File: src/rtl/alu_seq_pw.sv
`default_nettype none
// ============================================================================
//  Module      : alu_seq_pw
//  Description : Registered multi-cycle ALU with valid/ready handshakes, a
//                persistent C/Z/N/V flag register, serial SHL and shift-add MUL.
//  Revision    : 1.0 - initial release
// ============================================================================
module alu_seq_pw #(
    parameter int WIDTH  = 8,
    parameter int MUL_EN = 1
) (
    input  logic             clk,
    input  logic             reset,
    input  logic             in_valid,
    output logic             in_ready,
    input  logic [WIDTH-1:0] Ain,
    input  logic [WIDTH-1:0] Bin,
    input  logic             Carryin,
    input  logic             carry_sel,
    input  logic [2:0]       op_sel,
    output logic             out_valid,
    input  logic             out_ready,
    output logic [WIDTH-1:0] alu_out,
    output logic             Carryout,
    output logic             flag_z,
    output logic             flag_n,
    output logic             flag_v
);

    localparam int c_SHW = $clog2(WIDTH);
    localparam int c_CW  = c_SHW + 1;
    localparam logic [c_CW-1:0] c_MUL_CNT = c_CW'(WIDTH);

    localparam logic [1:0] c_IDLE = 2'd0;
    localparam logic [1:0] c_BUSY = 2'd1;
    localparam logic [1:0] c_DONE = 2'd2;

    localparam logic [2:0] c_OP_ADD = 3'd0;
    localparam logic [2:0] c_OP_SUB = 3'd1;
    localparam logic [2:0] c_OP_AND = 3'd2;
    localparam logic [2:0] c_OP_OR  = 3'd3;
    localparam logic [2:0] c_OP_XOR = 3'd4;
    localparam logic [2:0] c_OP_NOT = 3'd5;
    localparam logic [2:0] c_OP_SHL = 3'd6;
    localparam logic [2:0] c_OP_MUL = 3'd7;

    logic [1:0]         r_state;
    logic [c_CW-1:0]    r_cnt;
    logic               r_is_mul;
    logic [WIDTH-1:0]   r_a;
    logic [WIDTH-1:0]   r_b;
    logic [2*WIDTH-1:0] r_mcand;
    logic [2*WIDTH-1:0] r_prod;

    logic               w_c;
    logic [WIDTH-1:0]   w_b_eff;
    logic [WIDTH:0]     w_sum;
    logic [WIDTH-1:0]   w_res;
    logic               w_cf;
    logic               w_vf;
    logic [c_SHW-1:0]   w_shamt;
    logic               w_fast;
    logic [2*WIDTH-1:0] w_prod_next;
    logic [WIDTH-1:0]   w_busy_res;
    logic               w_busy_c;

    assign in_ready  = (r_state == c_IDLE);
    assign out_valid = (r_state == c_DONE);

    // Single-cycle result, computed straight from the inputs at accept time
    always_comb begin
        w_c     = carry_sel ? Carryout : Carryin;
        w_b_eff = (op_sel == c_OP_SUB) ? ~Bin : Bin;
        w_sum   = {1'b0, Ain} + {1'b0, w_b_eff} + {{WIDTH{1'b0}}, w_c};
        w_res   = '0;
        w_cf    = 1'b0;
        w_vf    = 1'b0;
        case (op_sel)
            c_OP_ADD, c_OP_SUB: begin
                w_res = w_sum[WIDTH-1:0];
                w_cf  = w_sum[WIDTH];
                w_vf  = (Ain[WIDTH-1] == w_b_eff[WIDTH-1]) &&
                        (w_sum[WIDTH-1] != Ain[WIDTH-1]);
            end
            c_OP_AND: w_res = Ain & Bin;
            c_OP_OR:  w_res = Ain | Bin;
            c_OP_XOR: w_res = Ain ^ Bin;
            c_OP_NOT: w_res = ~Ain;
            c_OP_SHL: w_res = Ain;
            default:  w_res = '0;
        endcase
        w_shamt = Bin[c_SHW-1:0];
        w_fast  = !(((op_sel == c_OP_SHL) && (w_shamt != '0)) ||
                    ((op_sel == c_OP_MUL) && (MUL_EN != 0)));
    end

    // One shift or one multiplier bit per BUSY cycle
    always_comb begin
        w_prod_next = r_prod + (r_b[0] ? r_mcand : '0);
        w_busy_res  = r_is_mul ? w_prod_next[WIDTH-1:0] : {r_a[WIDTH-2:0], 1'b0};
        w_busy_c    = r_is_mul ? (|w_prod_next[2*WIDTH-1:WIDTH]) : r_a[WIDTH-1];
    end

    always_ff @(posedge clk) begin
        if (reset) begin
            r_state  <= c_IDLE;
            r_cnt    <= '0;
            r_is_mul <= 1'b0;
            r_a      <= '0;
            r_b      <= '0;
            r_mcand  <= '0;
            r_prod   <= '0;
            alu_out  <= '0;
            Carryout <= 1'b0;
            flag_z   <= 1'b0;
            flag_n   <= 1'b0;
            flag_v   <= 1'b0;
        end else begin
            case (r_state)
                c_IDLE: begin
                    if (in_valid) begin
                        if (w_fast) begin
                            alu_out  <= w_res;
                            Carryout <= w_cf;
                            flag_z   <= (w_res == '0);
                            flag_n   <= w_res[WIDTH-1];
                            flag_v   <= w_vf;
                            r_state  <= c_DONE;
                        end else begin
                            r_a      <= Ain;
                            r_b      <= Bin;
                            r_mcand  <= {{WIDTH{1'b0}}, Ain};
                            r_prod   <= '0;
                            r_is_mul <= (op_sel == c_OP_MUL);
                            r_cnt    <= (op_sel == c_OP_MUL) ? c_MUL_CNT : {1'b0, w_shamt};
                            r_state  <= c_BUSY;
                        end
                    end
                end
                c_BUSY: begin
                    r_a     <= {r_a[WIDTH-2:0], 1'b0};
                    r_b     <= r_b >> 1;
                    r_mcand <= r_mcand << 1;
                    r_prod  <= w_prod_next;
                    r_cnt   <= r_cnt - 1'b1;
                    if (r_cnt == c_CW'(1)) begin
                        alu_out  <= w_busy_res;
                        Carryout <= w_busy_c;
                        flag_z   <= (w_busy_res == '0);
                        flag_n   <= w_busy_res[WIDTH-1];
                        flag_v   <= 1'b0;
                        r_state  <= c_DONE;
                    end
                end
                c_DONE: begin
                    if (out_ready) begin
                        r_state <= c_IDLE;
                    end
                end
                default: r_state <= c_IDLE;
            endcase
        end
    end

endmodule
`default_nettype wire

File: config.mk
export PLATFORM = sky130hd
export DESIGN_NAME = alu_seq_pw
export DESIGN_NICKNAME = d
export VERILOG_FILES = /design/src/rtl/alu_seq_pw.sv
export SDC_FILE = /design/constraint.sdc
export NUM_CORES = 1
export LEC_CHECK = 0
export CAP_MARGIN = 40
export CORE_AREA = 10 10 123 80
export DETAILED_ROUTE_END_ITERATION = 10
export DIE_AREA = 0 0 133 90
export PLACE_DENSITY = 0.82
export SKIP_CTS_REPAIR_TIMING = 1
export SYNTH_ARGS = -nofsm -noshare
export SYNTH_HDL_FRONTEND = slang
export SYNTH_SLANG_ARGS = --single-unit
File: constraint.sdc
create_clock -name clk -period 8.45 [get_ports clk]
set_input_delay 1.69 -clock clk [delete_from_list [all_inputs] [get_ports clk]]
set_output_delay 1.69 -clock clk [all_outputs]
set_load 0.02 [all_outputs]
; ---- Word-level counts from Yosys, hierarchy flattened
; Cells that the tools add are included.
[totals]
register_bits = 67
out_inout_bits = 14
in_bits = 25
[classes]
n_reduce_logical = 15
eq_ne = 17
n_mux = 49
n_bitwise = 5
add_sub_neg = 4
[op_table]
columns = op, n
row1 = $mux W16, 5
row2 = $mux W8, 9
row3 = $pmux W16 S2, 2
row4 = $pmux W8 S2, 3
row5 = $pmux W8 S6, 1
row6 = $add A16 B16 Y16, 1
row7 = $logic_not A8 Y1, 2
row8 = $mux W1, 16
row9 = $not A8 Y8, 2
row10 = $eq A3 B3 Y1 const B, 4
row11 = $mux W4, 3
row12 = $add A8 B8 Y9, 1
row13 = $add A9 B1 Y9, 1
row14 = $reduce_and A3 Y1, 3
row15 = $and A8 B8 Y8, 1
row16 = $mux W2, 4
row17 = $or A8 B8 Y8, 1
row18 = $pmux W1 S2, 4
row19 = $pmux W4 S2, 1
row20 = $reduce_or A8 Y1, 1
row21 = $xor A8 B8 Y8, 1
row22 = $eq A3 B2 Y1 const B, 2
row23 = $ne A2 B2 Y1 const B, 3
row24 = $pmux W2 S3, 1
row25 = 16 further kinds, 18

; ---- Logic depth before layout (Yosys ltp)
; Gate-level depths: netlist (run 1).
[depth]
depth_word = 10
mapped_depth = 15

; ---- Least setup slack after synthesis (run 1)
; No wires, ideal clock.
[synth_path]
path_kind = input port to flip-flop
start = input port op_sel[0]
end = register flag_z
n_path_buf = 3
slack_ns = 3.417
t_required_ns = 8.377
cell_stages = 15
arrival_ns = 4.960
cell_sequence = clkbuf_1 buf_2 and2_1 clkbuf_1 xnor2_1 fa_1 fa_1 a21o_1 a21oi_1 o21bai_1 a21oi_1 xnor2_1 o21ai_0 or3b_1 o211ai_2
[synth_between]
elab_chain_len = 9
word_cells_on_any_way = 21
classes_between = add/sub: 2 / eq/ne: 8 / mux: 5 / reduce/logical: 6
[synth_lines]
columns = element, line_no
row1 = start: declaration, 20  ; input logic [2:0] op_sel,
row2 = $eq A3 B1 Y1, "73, 78"
row3 = $mux W8, 73  ; w_b_eff = (op_sel == c_OP_SUB) ? ~Bin : Bin;
row4 = $add A8 B8 Y9, 74  ; w_sum = {1'b0, Ain} + {1'b0, w_b_eff} + {{WIDTH{1'b0}}, w_c};
row5 = $add A9 B1 Y9, 74
row6 = $pmux W8 S6, 78  ; case (op_sel)
row7 = $logic_not A8 Y1, 125  ; flag_z <= (w_res == '0);
row8 = $mux W1, 122  ; if (w_fast) begin
row9 = $mux W1, 121  ; if (in_valid) begin
row10 = $pmux W1 S2, 119  ; case (r_state)
row11 = end signal: assignment, 125
row12 = end signal: assignment, 149  ; flag_z <= (w_busy_res == '0);
row13 = end: declaration, 25  ; output logic flag_z,
; Parallel ways exist; a longest one is shown, timed or not. The select of a mux whose other input is x is not followed.
; A chain may end at the register's enable or synchronous reset.

; ---- Final worst setup path (run 1)
[layout_path]
start = input port op_sel[2]
end = register flag_z
; Same word-level chain as after synthesis.

==> results of run 1 <==
kinds of logic (layout without fill, tap and decap cells):
| logic type | Yosys count | after routing | synth area share |
|---|---|---|---|
| AND/OR/NAND/NOR | 189 | 189 | 0.2083 |
| XOR/XNOR | 27 | 27 | 0.05298 |
| multiplexers | 16 | 16 | 0.03729 |
| AO/OA/AOI/OAI | 159 | 159 | 0.2478 |
| buffers and inverters | 65 | 87 | 0.06784 |
| adder cells (fa/ha/maj) | 43 | 43 | 0.1256 |
| flip-flops | 58 | 58 | 0.2602 |
metal layers:
layer  part of all wire  GRT usage  up-vias
met4             0.0077    0.03467        0
met2               0.42     0.2897      210
met5                  0          0        -
li1                   -          -     2036
met1               0.49     0.2956     2050
met3              0.084    0.04778       19
Yosys cell counts (5+ instances only):
library cell	instances
inv_1	28
nand2b_1	5
xnor2_1	23
nand4_1	5
dfxtp_1	58
a22oi_1	33
nor3_1	6
nand3_1	16
clkbuf_1	24
mux2i_1	11
a211oi_1	5
mux2_2	5
a21o_1	6
nand2_1	51
a311oi_1	14
nor2_1	58
o21ai_0	16
ha_1	40
o22ai_1	7
a21oi_1	44
o21bai_1	5
and2_1	17
nor2b_1	6
o211ai_1	7
worst register-to-register path, stage by stage (launching register included):
cell	delay, ns
dfxtp_1	0.49
and2_1	0.25
ha_1	0.21
fa_1	0.48
a211oi_1	0.42
o21ai_2	0.14
a41oi_2	0.27
o21ai_0	0.25
nand4b_1	0.15
nand3_1	0.14
nor4_2	0.43
o22ai_1	0.14
where the power goes:
part / total [mW] / leakage (nW) / internal (mW) / switching (mW)
Sequential: 0.297 / 0.471 / 0.286 / 0.0115
Combinational: 0.167 / 1.44 / 0.0702 / 0.0966
Clock: 0.367 / 0.147 / 0.244 / 0.123
Total: 0.831 / 2.06 / 0.600 / 0.231
through the flow:
stage,hold slack [ns],cells,instance area [um^2],worst slack [ns],util
final,0.4524,687,5140,2.524,0.6707
after global routing,0.4674,687,5140,2.174,0.6707
after CTS,0.4520,687,5140,2.600,0.6707
after detailed placement,0.4454,671,4841,2.255,0.6317
after global placement,0.4407,670,4813,2.424,0.6281
after floorplan,0.4321,557,4463,3.417,-
state kept, by name (all words and copies together) (netlist names):
signal	count
r_state	2
Carryout	1
r_mcand	9
r_a	7
r_cnt	4
r_is_mul	1
alu_out	7
flag_n	1
flag_z	1
r_b	8
r_prod	16
flag_v	1
area by class of cell:
class	count	area (um^2)	area share
sequential	58	1161	0.2259
clock inverter	2	35.03	0.006816
tap	108	135.1	0.02629
timing repair buffer	43	432.9	0.08423
clock buffer	14	264.0	0.05136
multi-input combinational	434	3007	0.5850
inverter	28	105.1	0.02045
worst paths after layout:
path | from | end | slack, ns | cells after the start
worst max-delay path | op_sel[2] | flag_z$_SDFFE_PP0P_ | 2.52 | 14
worst min register to register | alu_out[1]$_SDFFE_PP0P_ | alu_out[1]$_SDFFE_PP0P_ | 0.45 | 2
worst min-delay path | alu_out[1]$_SDFFE_PP0P_ | alu_out[1]$_SDFFE_PP0P_ | 0.45 | 2
worst max register to register | r_b[0]$_SDFFE_PP0P_ | Carryout$_SDFFE_PP0P_ | 4.92 | 11
==> impl_metrics.yaml, run 1 <==
cells_and_area:
  drive_gt1_frac: 0.07254
  most-common-layout-cells: "58 x dfxtp_1, 58 x nor2_1, 51 x nand2_1"
  fillers: 641
  nets: 642
  area_delta_synth_final_pct: 15.17
  antenna_cells: 0
clock_tree:
  clock_latency_ns: 0.33
  cts_sinks: 58
  path_clk_slew_ns: 0.05
  clockBufferDepth: 2
  cts_root_buffer: "clkbuf_16"
  htreeDepth: 3
  cts_tree: "built"
  numCtsBuffers: 9
yosys:
  yosys.cell_types.count: 62
  yosysWarnings: 0
  synth-seq-cells: 58
  synth_edf_count: 0
  synth_area_leader_cell: "dfxtp_1"
  synth_top_area_frac: 0.2602
  ys_seq_area_frac: 0.2602
  syn_nets: 625
  synthesis.area_um2: 4463
  synthCells: 557
  avgSynthCellArea_um2: 8.013
  ys.flop_type: "dfxtp_1"
  synthTopCellsByArea: "dfxtp_1 26%, ha_1 11%, a22oi_1 5.6%, a21oi_1 4.9%, nor2_1 4.9%"
  synthArstFlopShare: 0
sta:
  fin_setup_tns_ns: 0
  fin_skew_ns: 0.006066
  fmax_mhz: 168.7
  rsz0062_at_grt: "false"
  finalSetupViolations: 0
  drv_slew: 0
  period_needed_ns: 5.926
  fin_crit_sh: 0.7013
  hold_violations: 0
  timing.slew.headroom: 0.3440
  worst_slew_pin_slew_ns: 0.9840
setup_path:
  worst-path-max-fanout: 23
  crit_arrival_ns: 6.18
  cp_cell_sequence: "clkdlybuf4s50_1 -> nor2_1 -> and2_1 -> xnor2_1 -> fa_1 -> fa_1 -> a21o_1 -> a21oi_1 -> o21bai_1 -> a21oi_1 -> xnor2_1 -> o21ai_0 -> or3b_1 -> o211ai_2"
  path_class: "primary input to register"
  cp_top_family: "simple AND/OR/NAND/NOR gates"
  critPathCaptureType: "register"
  cp_slowest_cell: "clkdlybuf4s50_1"
  cp_num_buf_inv: 1
  crit_required_ns: 8.71
  cpPeakStageDelay_ns: 0.89
  startpoint_type: "primary input"
drt:
  wire_per_inst_um: 17.95
  drcViolationCount: 0
  first_pass_iters: 5
  num_vias: 4315
  drt_iter0_drc: 674
  drtAntennaViolNets: 0
  totalWireLength_mm: 12.33
  vias_per_cell: 6.281
global_route:
  grt_pass1_wl_mm: 20.18
  grt_overflow: 0
  grt_max_degree: 55
  grt_use_total: 0.2011
  antenna_found_initial: 0
  grt_pass1_vias: 3902
power_and_ir_drop:
  power.density_nw_per_um2: 161.7
  power_leakage_nw: 2.056
  vdd_drop_max_mv: 0.2077
  p_total_uw: 831.3
place:
  gp_congestion: 0.9566
  portBuffers: 38
  place_hpwl_mm: 9.226
min_path:
  hold_class: "register to register"
floorplan:
  die_h_um: 90
  rows: 25
  ioPinCount: 39
  start_util: 0.5824
  fp.dieW_um: 133
  core_um2: 7664
  die-area_um2: 11970
outcome:
  status: "completed"
run:
  cap_violations: 0
Note: power is estimated with default switching activity, not from simulation.
==> inputs of run 2 (changes only) <==
Settings changed: CORE_AREA 10 10 123 80 to 10 10 124 81, DIE_AREA 0 0 133 90 to 0 0 134 91, PLACE_DENSITY 0.82 to 0.81.
Clock period 8.45 ns to 5.5 ns, I/O delays scaled along.
==> impl_metrics.yaml, run 2 (same netlist as run 1, synthesis figures left out) <==
outcome:
  status: "completed"
power_and_ir_drop:
  vdd_drop_max_mv: 0.1788
  pwr-share-seq: 0.361
  p_int_uw: 906.3
  p_comb_frac: 0.207
  power_leakage_nw: 2.066
  power.density_nw_per_um2: 245.5
  p_clk_frac: 0.432
  switching_share: 0.2831
  p_sw_uw: 357.9
clock_tree:
  cts_root_buffer: "clkbuf_16"
  cts_tree: "built"
  clock_latency_ns: 0.34
  clockBufferDepth: 2
  numCtsBuffers: 9
  path_clk_slew_ns: 0.05
  cts_sinks: 58
  htreeDepth: 3
place:
  placed_area_um2: 4863
  dp.cells: 674
  portBuffers: 38
  place_hpwl_mm: 9.168
  gp_congestion: 0.9243
setup_path:
  worst-path-max-fanout: 8
  crit_required_ns: 5.77
  r2r-end: "Carryout$_SDFFE_PP0P_"
  rr_startpoint: "r_b[0]$_SDFFE_PP0P_"
  cp_slowest_cell: "fa_1"
  startpoint_type: "primary input"
  path_class: "primary input to register"
  cp_cell_sequence: "clkdlybuf4s50_1 -> nor2_1 -> and2_1 -> buf_4 -> xnor2_1 -> fa_1 -> fa_1 -> a21o_1 -> a21oi_1 -> o21bai_1 -> a21oi_1 -> xnor2_1 -> o21ai_0 -> or3b_1 -> o211ai_2"
  crit_arrival_ns: 4.88
  r2r_setup_slack_ns: 2.09
  rr_worst_depth: 11
  critPathCaptureType: "register"
  cpPeakStageDelay_ns: 0.45
sta:
  drv_slew: 0
  hold_violations: 0
  rsz0062_at_grt: "false"
  period_needed_ns: 4.609
  fmax_mhz: 217.0
  fin_crit_sh: 0.8380
  finalSetupViolations: 0
  worst_slew_pin_slew_ns: 0.9030
  fin_setup_tns_ns: 0
  fin_skew_ns: 0.009993
  whs_ns: 0.4469
  timing.slew.headroom: 0.3980
drt:
  drt_iter0_drc: 503
  drcViolationCount: 0
  vias_per_cell: 6.216
  first_pass_iters: 5
  totalWireLength_mm: 12.37
  drtAntennaViolNets: 0
  wire_per_inst_um: 17.95
  num_vias: 4283
global_route:
  grt_overflow: 0
  grt_use_total: 0.1986
  grt_max_degree: 55
  busiest_layer: "met2"
  antenna_found_initial: 0
  grt_pass1_vias: 4017
  grt_util_met2: 0.2936
  gr-usage-met3: 0.06381
  grt_pass1_wl_mm: 20.03
  met1_usage: 0.2762
cells_and_area:
  most-common-layout-cells: "58 x dfxtp_1, 58 x nor2_1, 51 x nand2_1"
  stdcell_count: 689
  regMostFlops: "r_prod"
  reg.largest.list: "r_prod (16), r_mcand (9), r_b (8)"
  antenna_cells: 0
  largest_register_ffs: 16
  final_area_um2: 5150
  area_delta_synth_final_pct: 15.39
  drive_gt1_frac: 0.07745
  seq_area_um2: 1161
  multi_input_area_um2: 3007
  fillers: 675
  nets: 645
floorplan:
  fp.dieW_um: 134
  rows: 25
  start_util: 0.5777
  ioPinCount: 39
  die_h_um: 91
  core_um2: 7726
  die-area_um2: 12190
min_path:
  hold_class: "register to register"
  whs_path_depth: 2
  hold_path_end: "alu_out[1]$_SDFFE_PP0P_"
  min_from: "alu_out[1]$_SDFFE_PP0P_"
run:
  cap_violations: 0
-- run 2: worst max-delay path by stage --
stage	slack [ns]	start	endpoint	cells after the start
2_1_floorplan	1.06	op_sel[0]	flag_z$_SDFFE_PP0P_	15
3_3_place_gp	0.80	op_sel[1]	flag_z$_SDFFE_PP0P_	15
3_5_place_dp	0.65	op_sel[1]	flag_z$_SDFFE_PP0P_	15
4_1_cts	0.98	op_sel[1]	flag_z$_SDFFE_PP0P_	15
5_1_grt	0.74	op_sel[1]	flag_z$_SDFFE_PP0P_	15
6_report	0.89	op_sel[1]	flag_z$_SDFFE_PP0P_	15
-- run 2: power groups by stage --
stage / Clock [mW] / Sequential [mW] / Combinational [mW]
2_1_floorplan: 0 / 0.465 / 0.166
6_report: 0.546 / 0.457 / 0.261
5_1_grt: 0.568 / 0.459 / 0.285
4_1_cts: 0.552 / 0.456 / 0.257
3_3_place_gp: 0 / 0.464 / 0.247
3_5_place_dp: 0 / 0.465 / 0.255
-- run 2: per-stage QoR --
step	total power, mW	util	setup slack, ns
floorplan	0.6314	-	1.057
global placement	0.7107	0.6249	0.7975
detailed placement	0.7194	0.6295	0.6517
CTS	1.265	0.6666	0.9785
global route	1.312	0.6666	0.7356
finish	1.264	0.6666	0.8910
-- run 2: layout make-up --
type                            instances  share of cell area
Multi-Input combinational cell        434              0.5838
Sequential cell                        58              0.2255
Timing Repair Buffer                   46             0.08844
Clock buffer                           12             0.04786
Tap cell                              108             0.02624
Inverter                               28             0.02041
Clock inverter                          3            0.007775
-- run 2: critical path: cells and delay by family --
family,cells,cell delay (ns)
XOR/XNOR,2,0.20
AND/OR/NAND/NOR,3,0.92
adder cells (fa/ha/maj),2,0.87
AO/OA/AOI/OAI,6,1.15
buffers and inverters,2,0.64
-- run 2: per-layer routing --
metal	part of all wire	wire (um)
met4	0.010	126
met5	0	0
met3	0.097	1199
met1	0.46	5745
met2	0.43	5295
==> inputs of run 3 (changes only) <==
Clock period 5.5 ns to 4.3 ns, I/O delays scaled along.
==> impl_metrics.yaml, run 3 (same netlist as run 1, synthesis figures left out) <==
setup_path:
  path_class: "primary input to register"
  worst-path-max-fanout: 2
  crit_required_ns: 4.57
  startpoint: "op_sel[1]"
  cp_num_cells: 14
  r2r-end: "Carryout$_SDFFE_PP0P_"
  rr_worst_depth: 11
  cp_num_buf_inv: 1
  startpoint_type: "primary input"
  cpPeakStageDelay_ns: 0.49
  cp_slowest_cell: "clkdlybuf4s50_1"
  crit_arrival_ns: 4.18
  crit_end: "flag_z$_SDFFE_PP0P_"
  r2r_setup_slack_ns: 0.92
  rr_startpoint: "r_b[0]$_SDFFE_PP0P_"
  cp_top_family: "compound AO/OA/AOI/OAI gates"
  cp_cell_sequence: "clkdlybuf4s50_1 -> nor2_1 -> and2_1 -> xnor2_1 -> fa_1 -> fa_1 -> a21o_1 -> a21oi_1 -> o21bai_1 -> a21oi_1 -> xnor2_1 -> o21ai_0 -> or3b_1 -> o211ai_2"
  critPathCaptureType: "register"
global_route:
  grt_max_degree: 39
  grt_pass1_wl_mm: 20.68
  antenna_found_initial: 0
  grt_pass1_vias: 4050
  grt_overflow: 0
  grt_use_total: 0.2055
sta:
  worst_slew_pin_slew_ns: 0.8550
  fin_skew_ns: 0.009501
  drv_slew: 0
  finalSetupViolations: 0
  fin_setup_tns_ns: 0
  fin_crit_sh: 0.9078
  timing.slew.headroom: 0.4288
  whs_ns: 0.4526
  hold_violations: 0
  period_needed_ns: 3.904
  rsz0062_at_grt: "false"
  fmax_mhz: 256.2
  setup_ws_ns: 0.3964
clock_tree:
  htreeDepth: 3
  numCtsBuffers: 9
  clock_latency_ns: 0.34
  cts_sinks: 58
  clockBufferDepth: 2
  cts_root_buffer: "clkbuf_16"
  path_clk_slew_ns: 0.06
  cts_tree: "built"
power_and_ir_drop:
  power.density_nw_per_um2: 327.7
  vdd_drop_max_mv: 0.2604
  power_leakage_nw: 2.091
cells_and_area:
  nets: 649
  regMostFlops: "r_prod"
  largest_register_ffs: 16
  most-common-layout-cells: "58 x dfxtp_1, 58 x nor2_1, 51 x nand2_1"
  area_delta_synth_final_pct: 16.37
  stdcell_count: 694
  reg.largest.list: "r_prod (16), r_mcand (9), r_b (8)"
  antenna_cells: 0
  drive_gt1_frac: 0.08703
  final_area_um2: 5194
floorplan:
  start_util: 0.5777
  fp.dieW_um: 134
  die_h_um: 91
  core_um2: 7726
  die-area_um2: 12190
  ioPinCount: 39
  rows: 25
drt:
  first_pass_iters: 5
  drtAntennaViolNets: 0
  wire_per_inst_um: 18.29
  totalWireLength_mm: 12.70
  drcViolationCount: 0
  drt_iter0_drc: 425
  num_vias: 4355
  vias_per_cell: 6.275
outcome:
  status: "completed"
run:
  cap_violations: 0
place:
  dp.cells: 678
  dp_worst_setup_slack_ns: 0.1195
  gp_congestion: 0.9695
  portBuffers: 38
  place_hpwl_mm: 9.239
  placed_area_um2: 4873
min_path:
  hold_class: "register to register"
==> run 3: worst min-delay path by stage <==
stage / slack [ns] / to / startpoint / cells after the start
2_1_floorplan: 0.43 / r_b[7]$_SDFFE_PP0P_ / r_b[7]$_SDFFE_PP0P_ / 2
3_3_place_gp: 0.44 / alu_out[1]$_SDFFE_PP0P_ / alu_out[1]$_SDFFE_PP0P_ / 2
3_5_place_dp: 0.44 / alu_out[1]$_SDFFE_PP0P_ / alu_out[1]$_SDFFE_PP0P_ / 2
4_1_cts: 0.46 / alu_out[1]$_SDFFE_PP0P_ / alu_out[1]$_SDFFE_PP0P_ / 2
5_1_grt: 0.48 / alu_out[0]$_SDFFE_PP0P_ / alu_out[0]$_SDFFE_PP0P_ / 2
6_report: 0.45 / alu_out[1]$_SDFFE_PP0P_ / alu_out[1]$_SDFFE_PP0P_ / 2
==> run 3: routing by layer <==
metal / track usage / up-vias / wire length, um
li1: - / 2046 / -
met1: 0.2837 / 2072 / 5886
met2: 0.2985 / 210 / 5482
met3: 0.06546 / 27 / 1147
met4: 0.05776 / 0 / 179
met5: 0 / - / 0
==> run 3: worst min-delay path, stage by stage (launching register included) <==
cell and delay, ns:
dfxtp_1 0.30, nand2_1 0.05, a21oi_1 0.05
==> run 3: area by class of cell <==
type                    count  area (um^2)
clock buffers              11        242.7
well taps                 108        135.1
repair buffers             50        465.4
fillers                   634         2532
inverters                  28        105.1
multi-input cells         434         3007
clock inverters             5        77.57
flip-flops and latches     58         1161
==> run 3: metrics by stage <==
stage               total power [mW]    util
floorplan                     0.8076       -
global placement              0.9083  0.6308
detailed placement            0.9190  0.6308
CTS                            1.702  0.6722
global route                   1.770  0.6722
finish                         1.702  0.6722
==> run 3: where the power goes <==
part | leakage, nW | internal [mW] | switching, mW
registers | 0.471 | 0.562 | 0.0234
clock network | 0.156 | 0.520 | 0.262
logic | 1.46 | 0.141 | 0.193
